===== src/rtl/regfile_seq_pkg.sv =====
// rtl/regfile_seq_pkg.sv - shared op encodings, FSM states and default widths for the register-file sequencer
package regfile_seq_pkg;

  localparam int DATA_W_DEF = 4;
  localparam int RA_W_DEF   = 2;
  localparam int WA_W_DEF   = 3;
  localparam int CNT_W_DEF  = 8;

  typedef enum logic [1:0] {
    OP_LDI = 2'b00,
    OP_MOV = 2'b01,
    OP_ADD = 2'b10,
    OP_RD  = 2'b11
  } op_t;

  typedef enum logic [2:0] {
    IDLE  = 3'd0,
    READ  = 3'd1,
    EXEC  = 3'd2,
    WRITE = 3'd3,
    DONE  = 3'd4
  } state_t;

endpackage


===== src/rtl/regfile_sequencer_if.sv =====
// rtl/regfile_sequencer_if.sv - command, register-file and result signals of the sequencer
interface regfile_sequencer_if
  import regfile_seq_pkg::*;
#(
  parameter int DATA_W = DATA_W_DEF,
  parameter int RA_W   = RA_W_DEF,
  parameter int WA_W   = WA_W_DEF,
  parameter int CNT_W  = CNT_W_DEF
);

  logic              cmd_valid;
  logic              cmd_ready;
  logic [1:0]        cmd_op;
  logic [RA_W-1:0]   cmd_dst;
  logic [RA_W-1:0]   cmd_srca;
  logic [RA_W-1:0]   cmd_srcb;
  logic [DATA_W-1:0] cmd_imm;

  logic [RA_W-1:0]   rp;
  logic [RA_W-1:0]   rq;
  logic [DATA_W-1:0] datap;
  logic [DATA_W-1:0] dataq;
  logic [WA_W-1:0]   wa;
  logic              wr;
  logic [DATA_W-1:0] ld_data;

  logic              res_valid;
  logic [DATA_W-1:0] res_data;
  logic              res_carry;
  logic [CNT_W-1:0]  ops_done;

  // master is the sequencer itself; slave is the front end plus register file
  modport master (
    input  cmd_valid, cmd_op, cmd_dst, cmd_srca, cmd_srcb, cmd_imm, datap, dataq,
    output cmd_ready, rp, rq, wa, wr, ld_data, res_valid, res_data, res_carry, ops_done
  );

  modport slave (
    output cmd_valid, cmd_op, cmd_dst, cmd_srca, cmd_srcb, cmd_imm, datap, dataq,
    input  cmd_ready, rp, rq, wa, wr, ld_data, res_valid, res_data, res_carry, ops_done
  );

endinterface


===== src/rtl/regfile_seq_alu.sv =====
// rtl/regfile_seq_alu.sv - combinational result/carry computation for one sequencer op
module regfile_seq_alu
  import regfile_seq_pkg::*;
#(
  parameter int DATA_W = DATA_W_DEF
) (
  input  op_t               op,
  input  logic [DATA_W-1:0] a,
  input  logic [DATA_W-1:0] b,
  input  logic [DATA_W-1:0] imm,
  output logic [DATA_W-1:0] result,
  output logic              carry
);

  logic [DATA_W:0] sum;

  always_comb begin
    sum    = {1'b0, a} + {1'b0, b};
    result = a;
    carry  = 1'b0;
    case (op)
      OP_LDI:  result = imm;
      OP_ADD: begin
        result = sum[DATA_W-1:0];
        carry  = sum[DATA_W];
      end
      default: result = a;
    endcase
  end

endmodule


===== src/rtl/regfile_sequencer.sv =====
// rtl/regfile_sequencer.sv - one-op-at-a-time initiator sequencing reads, compute and write-back on a 4x4 register file
module regfile_sequencer
  import regfile_seq_pkg::*;
#(
  parameter int DATA_W = DATA_W_DEF,
  parameter int RA_W   = RA_W_DEF,
  parameter int WA_W   = WA_W_DEF,
  parameter int CNT_W  = CNT_W_DEF
) (
  input logic                 clk,
  input logic                 rst,
  regfile_sequencer_if.master bus
);

  state_t            state;
  op_t               op_q;
  logic [RA_W-1:0]   dst_q;
  logic [RA_W-1:0]   srca_q;
  logic [RA_W-1:0]   srcb_q;
  logic [DATA_W-1:0] imm_q;
  logic [DATA_W-1:0] a_q;
  logic [DATA_W-1:0] b_q;
  logic [DATA_W-1:0] result_q;
  logic              carry_q;
  logic [DATA_W-1:0] res_data_q;
  logic              res_carry_q;
  logic [CNT_W-1:0]  ops_q;

  logic [DATA_W-1:0] alu_res;
  logic              alu_carry;

  regfile_seq_alu #(.DATA_W(DATA_W)) u_alu (
    .op     (op_q),
    .a      (a_q),
    .b      (b_q),
    .imm    (imm_q),
    .result (alu_res),
    .carry  (alu_carry)
  );

  always_ff @(posedge clk) begin
    if (rst) begin
      state       <= IDLE;
      op_q        <= OP_LDI;
      dst_q       <= '0;
      srca_q      <= '0;
      srcb_q      <= '0;
      imm_q       <= '0;
      a_q         <= '0;
      b_q         <= '0;
      result_q    <= '0;
      carry_q     <= 1'b0;
      res_data_q  <= '0;
      res_carry_q <= 1'b0;
      ops_q       <= '0;
    end else begin
      case (state)
        IDLE: begin
          if (bus.cmd_valid) begin
            op_q   <= op_t'(bus.cmd_op);
            dst_q  <= bus.cmd_dst;
            srca_q <= bus.cmd_srca;
            srcb_q <= bus.cmd_srcb;
            imm_q  <= bus.cmd_imm;
            state  <= (op_t'(bus.cmd_op) == OP_LDI) ? EXEC : READ;
          end
        end
        READ: begin
          a_q   <= bus.datap;
          b_q   <= bus.dataq;
          state <= EXEC;
        end
        EXEC: begin
          result_q <= alu_res;
          carry_q  <= alu_carry;
          // RD skips write-back, so its result must be published on this edge to land in DONE
          if (op_q == OP_RD) begin
            res_data_q  <= alu_res;
            res_carry_q <= alu_carry;
            state       <= DONE;
          end else begin
            state <= WRITE;
          end
        end
        WRITE: begin
          res_data_q  <= result_q;
          res_carry_q <= carry_q;
          state       <= DONE;
        end
        DONE: begin
          ops_q <= ops_q + CNT_W'(1);
          state <= IDLE;
        end
        default: state <= IDLE;
      endcase
    end
  end

  assign bus.cmd_ready = (state == IDLE);
  assign bus.rp        = srca_q;
  assign bus.rq        = srcb_q;
  assign bus.wa        = {{(WA_W-RA_W){1'b0}}, dst_q};
  assign bus.wr        = (state == WRITE);
  assign bus.ld_data   = result_q;
  assign bus.res_valid = (state == DONE);
  assign bus.res_data  = res_data_q;
  assign bus.res_carry = res_carry_q;
  assign bus.ops_done  = ops_q;

endmodule


===== src/flat_wrapper.sv =====
// flat-port wrapper written by rule: the top's interface ports become plain ports
module regfile_sequencer_flat import regfile_seq_pkg::*;
#(
  parameter int DATA_W = DATA_W_DEF,
  parameter int RA_W   = RA_W_DEF,
  parameter int WA_W   = WA_W_DEF,
  parameter int CNT_W  = CNT_W_DEF
)
  (clk, rst, bus_cmd_valid, bus_cmd_op, bus_cmd_dst, bus_cmd_srca, bus_cmd_srcb, bus_cmd_imm, bus_datap, bus_dataq, bus_cmd_ready, bus_rp, bus_rq, bus_wa, bus_wr, bus_ld_data, bus_res_valid, bus_res_data, bus_res_carry, bus_ops_done);
  regfile_sequencer_if #(.DATA_W(DATA_W), .RA_W(RA_W), .WA_W(WA_W), .CNT_W(CNT_W)) bus_i ();
  input logic clk;
  input logic rst;
  input wire logic [$bits(bus_i.cmd_valid)-1:0] bus_cmd_valid;
  input wire logic [$bits(bus_i.cmd_op)-1:0] bus_cmd_op;
  input wire logic [$bits(bus_i.cmd_dst)-1:0] bus_cmd_dst;
  input wire logic [$bits(bus_i.cmd_srca)-1:0] bus_cmd_srca;
  input wire logic [$bits(bus_i.cmd_srcb)-1:0] bus_cmd_srcb;
  input wire logic [$bits(bus_i.cmd_imm)-1:0] bus_cmd_imm;
  input wire logic [$bits(bus_i.datap)-1:0] bus_datap;
  input wire logic [$bits(bus_i.dataq)-1:0] bus_dataq;
  output wire logic [$bits(bus_i.cmd_ready)-1:0] bus_cmd_ready;
  output wire logic [$bits(bus_i.rp)-1:0] bus_rp;
  output wire logic [$bits(bus_i.rq)-1:0] bus_rq;
  output wire logic [$bits(bus_i.wa)-1:0] bus_wa;
  output wire logic [$bits(bus_i.wr)-1:0] bus_wr;
  output wire logic [$bits(bus_i.ld_data)-1:0] bus_ld_data;
  output wire logic [$bits(bus_i.res_valid)-1:0] bus_res_valid;
  output wire logic [$bits(bus_i.res_data)-1:0] bus_res_data;
  output wire logic [$bits(bus_i.res_carry)-1:0] bus_res_carry;
  output wire logic [$bits(bus_i.ops_done)-1:0] bus_ops_done;
  assign bus_i.cmd_valid = bus_cmd_valid;
  assign bus_i.cmd_op = bus_cmd_op;
  assign bus_i.cmd_dst = bus_cmd_dst;
  assign bus_i.cmd_srca = bus_cmd_srca;
  assign bus_i.cmd_srcb = bus_cmd_srcb;
  assign bus_i.cmd_imm = bus_cmd_imm;
  assign bus_i.datap = bus_datap;
  assign bus_i.dataq = bus_dataq;
  assign bus_cmd_ready = bus_i.cmd_ready;
  assign bus_rp = bus_i.rp;
  assign bus_rq = bus_i.rq;
  assign bus_wa = bus_i.wa;
  assign bus_wr = bus_i.wr;
  assign bus_ld_data = bus_i.ld_data;
  assign bus_res_valid = bus_i.res_valid;
  assign bus_res_data = bus_i.res_data;
  assign bus_res_carry = bus_i.res_carry;
  assign bus_ops_done = bus_i.ops_done;
  regfile_sequencer #(.DATA_W(DATA_W), .RA_W(RA_W), .WA_W(WA_W), .CNT_W(CNT_W)) u_core (.clk(clk), .rst(rst), .bus(bus_i));
endmodule

===== config.mk =====
export PLATFORM = sky130hd
export DESIGN_NAME = regfile_sequencer_flat
export DESIGN_NICKNAME = d
export VERILOG_FILES = /design/src/rtl/regfile_seq_pkg.sv /design/src/rtl/regfile_sequencer_if.sv /design/src/rtl/regfile_seq_alu.sv /design/src/rtl/regfile_sequencer.sv /design/src/flat_wrapper.sv
export SDC_FILE = /design/constraint.sdc
export NUM_CORES = 1
export LEC_CHECK = 0
export CORE_ASPECT_RATIO = 0.6
export CORE_MARGIN = 2
export CORE_UTILIZATION = 25
export CTS_CLUSTER_SIZE = 10
export DETAILED_ROUTE_END_ITERATION = 10
export PLACE_DENSITY = 0.56
export RECOVER_POWER = 25
export SLEW_MARGIN = 40
export SYNTH_ARGS = -nofsm -noshare
export SYNTH_HDL_FRONTEND = slang
export SYNTH_HIERARCHICAL = 1
export SYNTH_SLANG_ARGS = --single-unit

===== constraint.sdc =====
create_clock -name clk -period 1.7 [get_ports clk]
set_input_delay 0.425 -clock clk [delete_from_list [all_inputs] [get_ports clk]]
set_output_delay 0.425 -clock clk [all_outputs]
set_load 0.01 [all_outputs]

==> summary.txt <==
Synthesis
  – Area of the mapped netlist: 1940 sq um
  – Largest family of logic cells by synthesized area: simple AND/OR/NAND/NOR gates
  – Sequential share of the synthesized area: 42.4%
  – Top FF cell, synth: dfxtp_1
  – Most common cell in the netlist: dfxtp_1
  – Top cells by area, synth: dfxtp_1 (42%), a21oi_1 (7.8%), nand2_1 (6.8%), mux2i_1 (6.2%), o21ai_0 (4.1%)
  – Synth Area in Adders: 4.27%
  – Yosys warns: 6
  – Syn Nets: 264
  – Library cells used by synthesis: 36
  – EDFF count, synth: 0
  – Multiplexer share of the synthesized area: 6.79%
  – Post-Synth XOR/XNOR Area: 1.36%
  – Seq cells post-synth: 41
  – Compound-gate portion of the synthesized area: 17.8%
  – Largest area contributor in the netlist: dfxtp_1
  – Post-synth top cells: dfxtp_1 (41), nand2_1 (35), a21oi_1 (30), o21ai_0 (16), nor2_1 (15)
  – Syn_area_per_cell: 8.24 sq um
  – Simple-gate share of the synthesized area: 20.0%
  – Syn Inst Count: 235
  – Top-area cell type share of the netlist area: 42.4%
  – Post-synth ARST share: 0%

Power and ir drop
  – Sequential power share: 40.2%
  – Clock power share: 40.7%
  – Max VDD drop: 0.437 mV
  – Sw power: 695 uW
  – Pwr dens: 923 nW/um^2
  – P_leak: 0.00104 uW
  – Comb pwr share: 19.1%
  – Internal power: 1980 uW
  – Sw Ratio: 26.0%

Hold path
  – Worst min-delay path category: reg2reg
  – Min-delay src: u_core/imm_q[0]

Critical path
  – Worst r2r dst: u_core/bus.res_data[2]
  – Crit-path max FO: 2
  – Reg2reg setup slack: -0.22 ns
  – Largest delay contributor family on the critical path: compound AO/OA/AOI/OAI gates
  – CP Capture Type: flip-flop
  – Bufs and invs on worst path: 1
  – Arrival time worst endpoint: 2.13 ns
  – Critical Path Slowest Stage Cell: fa_2
  – Worst setup endpoint: u_core/bus.res_data[2]
  – Crit path largest cell delay: 0.38 ns
  – Worst path depth: 9
  – Register-to-Register Path Depth: 9
  – Worst reg2reg path startpoint: u_core/b_q[0]
  – Crit start category: flip-flop
  – Cell Chain, Critical Path: ha_4, inv_2, fa_2, xnor2_2, mux2i_1, o21ai_1, a31oi_1, a211o_1, a21oi_1
  – Crit path kind: reg2reg
  – Setup crit start: u_core/b_q[0]
  – Crit path required time: 1.92 ns

Drt
  – Post-DRT Antenna Nets: 0
  – # DRC: 0
  – TritonRoute pass-1 iters: 4
  – Initial drt markers: 131
  – Drt total wl: 5170 um
  – Via/cell ratio: 4.60
  – Via Count: 1,854
  – Wirelength per Cell: 12.8 um

Timing
  – Slew Limit Fails: 0
  – Final Setup Violations: 8
  – Final hold vios: 0
  – Period utilization: 113%
  – RSZ-0062 raised after global routing: true
  – Minimum clock period: 1.92 ns
  – Clock skew: 0.00586 ns
  – Achievable Freq: 0.522 GHz
  – Worst setup margin: -0.215 ns
  – Fin Hold WS: 0.457 ns

GRT
  – Vias in the first global route: 1,788
  – Pin count of the biggest net entering global routing: 22
  – GRT Resource Usage Total: 13.1%
  – Antenna violations before repair: 0
  – Grt ovf: 0
  – Global-route wire length before repair: 8920 um

Clocking
  – TritonCTS clock tree: built
  – # clock sinks: 41
  – Total number of H-tree levels: 2
  – Clk slew on worst S/H paths: 0.06 ns
  – CTS root buf: clkbuf_16
  – Clock Path Buffers: 2
  – CTS buffer count: 5
  – Clk_lat worst skew: 0.29 ns

Finish
  – Final nets: 327
  – Antenna Cells: 0
  – Area Growth Syn to Fin: 49.6%
  – Share of layout cells above drive strength 1: 20.7%

Floorplan
  – Core area: 7390 sq um
  – Die area: 8490 sq um
  – Initial Util: 26.2%
  – Die Y: 72.2 um
  – Site row count: 24
  – Ports: 50
  – DIE WIDTH: 118 um

Job
  – Max-Cap Viols: 0

Status
  – Failing checks: negative setup slack
  – Outcome: complete, but fails checks

Placed design
  – Placement Setup Slack: -0.315 ns
  – Port Buffers: 48
  – DP Wirelength: 3650 um
  – GPL Wtd Cong: 0.756
registers in the layout (all words and copies together) (netlist names), 3 cells and up:
| name | count |
|---|---|
| u_core/a_q | 4 |
| u_core/b_q | 4 |
| u_core/bus.ld_data | 4 |
| u_core/bus.ops_done | 8 |
| u_core/bus.res_data | 4 |
| u_core/imm_q | 4 |
| u_core/state | 3 |
cell type report:
type / count / area [sq um]
multi-input cells: 163 / 1060
well taps: 104 / 130
inverters: 13 / 48.8
fillers: 758 / 4490
repair buffers: 74 / 659
clock buffers: 6 / 129
clock inverters: 2 / 38.8
flip-flops and latches: 41 / 830
how the worst min path moves through the flow:
stage                       endpoint  slack, ns  cells after the start
floorplan            u_core/imm_q[0]       0.44                      2
global placement     u_core/imm_q[0]       0.45                      2
detailed placement  u_core/bus.rq[1]       0.45                      2
CTS                  u_core/imm_q[0]       0.46                      2
global route        u_core/bus.rp[1]       0.48                      2
finish               u_core/imm_q[0]       0.46                      2
cells by family (layout without fill, tap and decap cells):
| group | Yosys count | in the layout |
|---|---|---|
| simple gates | 79 | 79 |
| fa+ha+maj | 6 | 6 |
| mux | 13 | 13 |
| other cells | 1 | 1 |
| xor+xnor | 3 | 3 |
| flops | 41 | 41 |
| compound gates | 61 | 61 |
| buf+inv | 31 | 95 |
cell usage in the layout (no fill, tap or decap), types with 6 or more instances in the layout:
master,instances
o21ai_0,13
a211o_1,6
mux2i_1,12
inv_1,11
clkdlybuf4s50_1,41
nor2_1,14
nand2_1,34
dfxtp_2,7
dfxtp_1,34
a21oi_1,27
buf_4,21
power groups by stage:
stage	logic (uW)	registers [uW]	clock network, uW
after CTS	499	1070	1110
after global placement	481	1090	0
after global routing	575	1080	1150
after floorplan	271	1080	0
final	510	1080	1090
after detailed placement	488	1090	0
worst register-to-register path, cell delays in order (launching register included):
cell and delay, ns:
dfxtp_2 0.35, ha_4 0.14, inv_2 0.04, fa_2 0.38, xnor2_2 0.14, mux2i_1 0.09, o21ai_1 0.23, a31oi_1 0.11
a211o_1 0.25, a21oi_1 0.11
metal layers:
metal  up-vias  share of wire [%]  GRT usage (%)
met2        65                 39           17.7
met3         6                8.0           4.48
met1       848                 52           19.4
met4         0               0.89           3.61
li1        935                  -              -
met5         -                  0              0
stage by stage:
stage | instances | instance area [sq um] | util (%) | power [uW] | setup TNS [ns]
after floorplan | 235 | 1950 | - | 1350 | -0.00229
after global placement | 390 | 2640 | 35.7 | 1570 | -3.84
after detailed placement | 390 | 2640 | 35.7 | 1580 | -4.29
after CTS | 401 | 2850 | 38.6 | 2680 | -0.502
after global routing | 403 | 2900 | 39.2 | 2810 | -1.62
final | 403 | 2900 | 39.2 | 2670 | -0.701
what timing repair did:
item	4_1_cts	5_1_grt
buffers inserted	3	2
endpoints found under the setup margin	17	14
pin swaps	13	18
hold buffers	0	0
resized for setup	21	18
cloned	0	0
No activity file was read; power rests on OpenSTA's default activity.
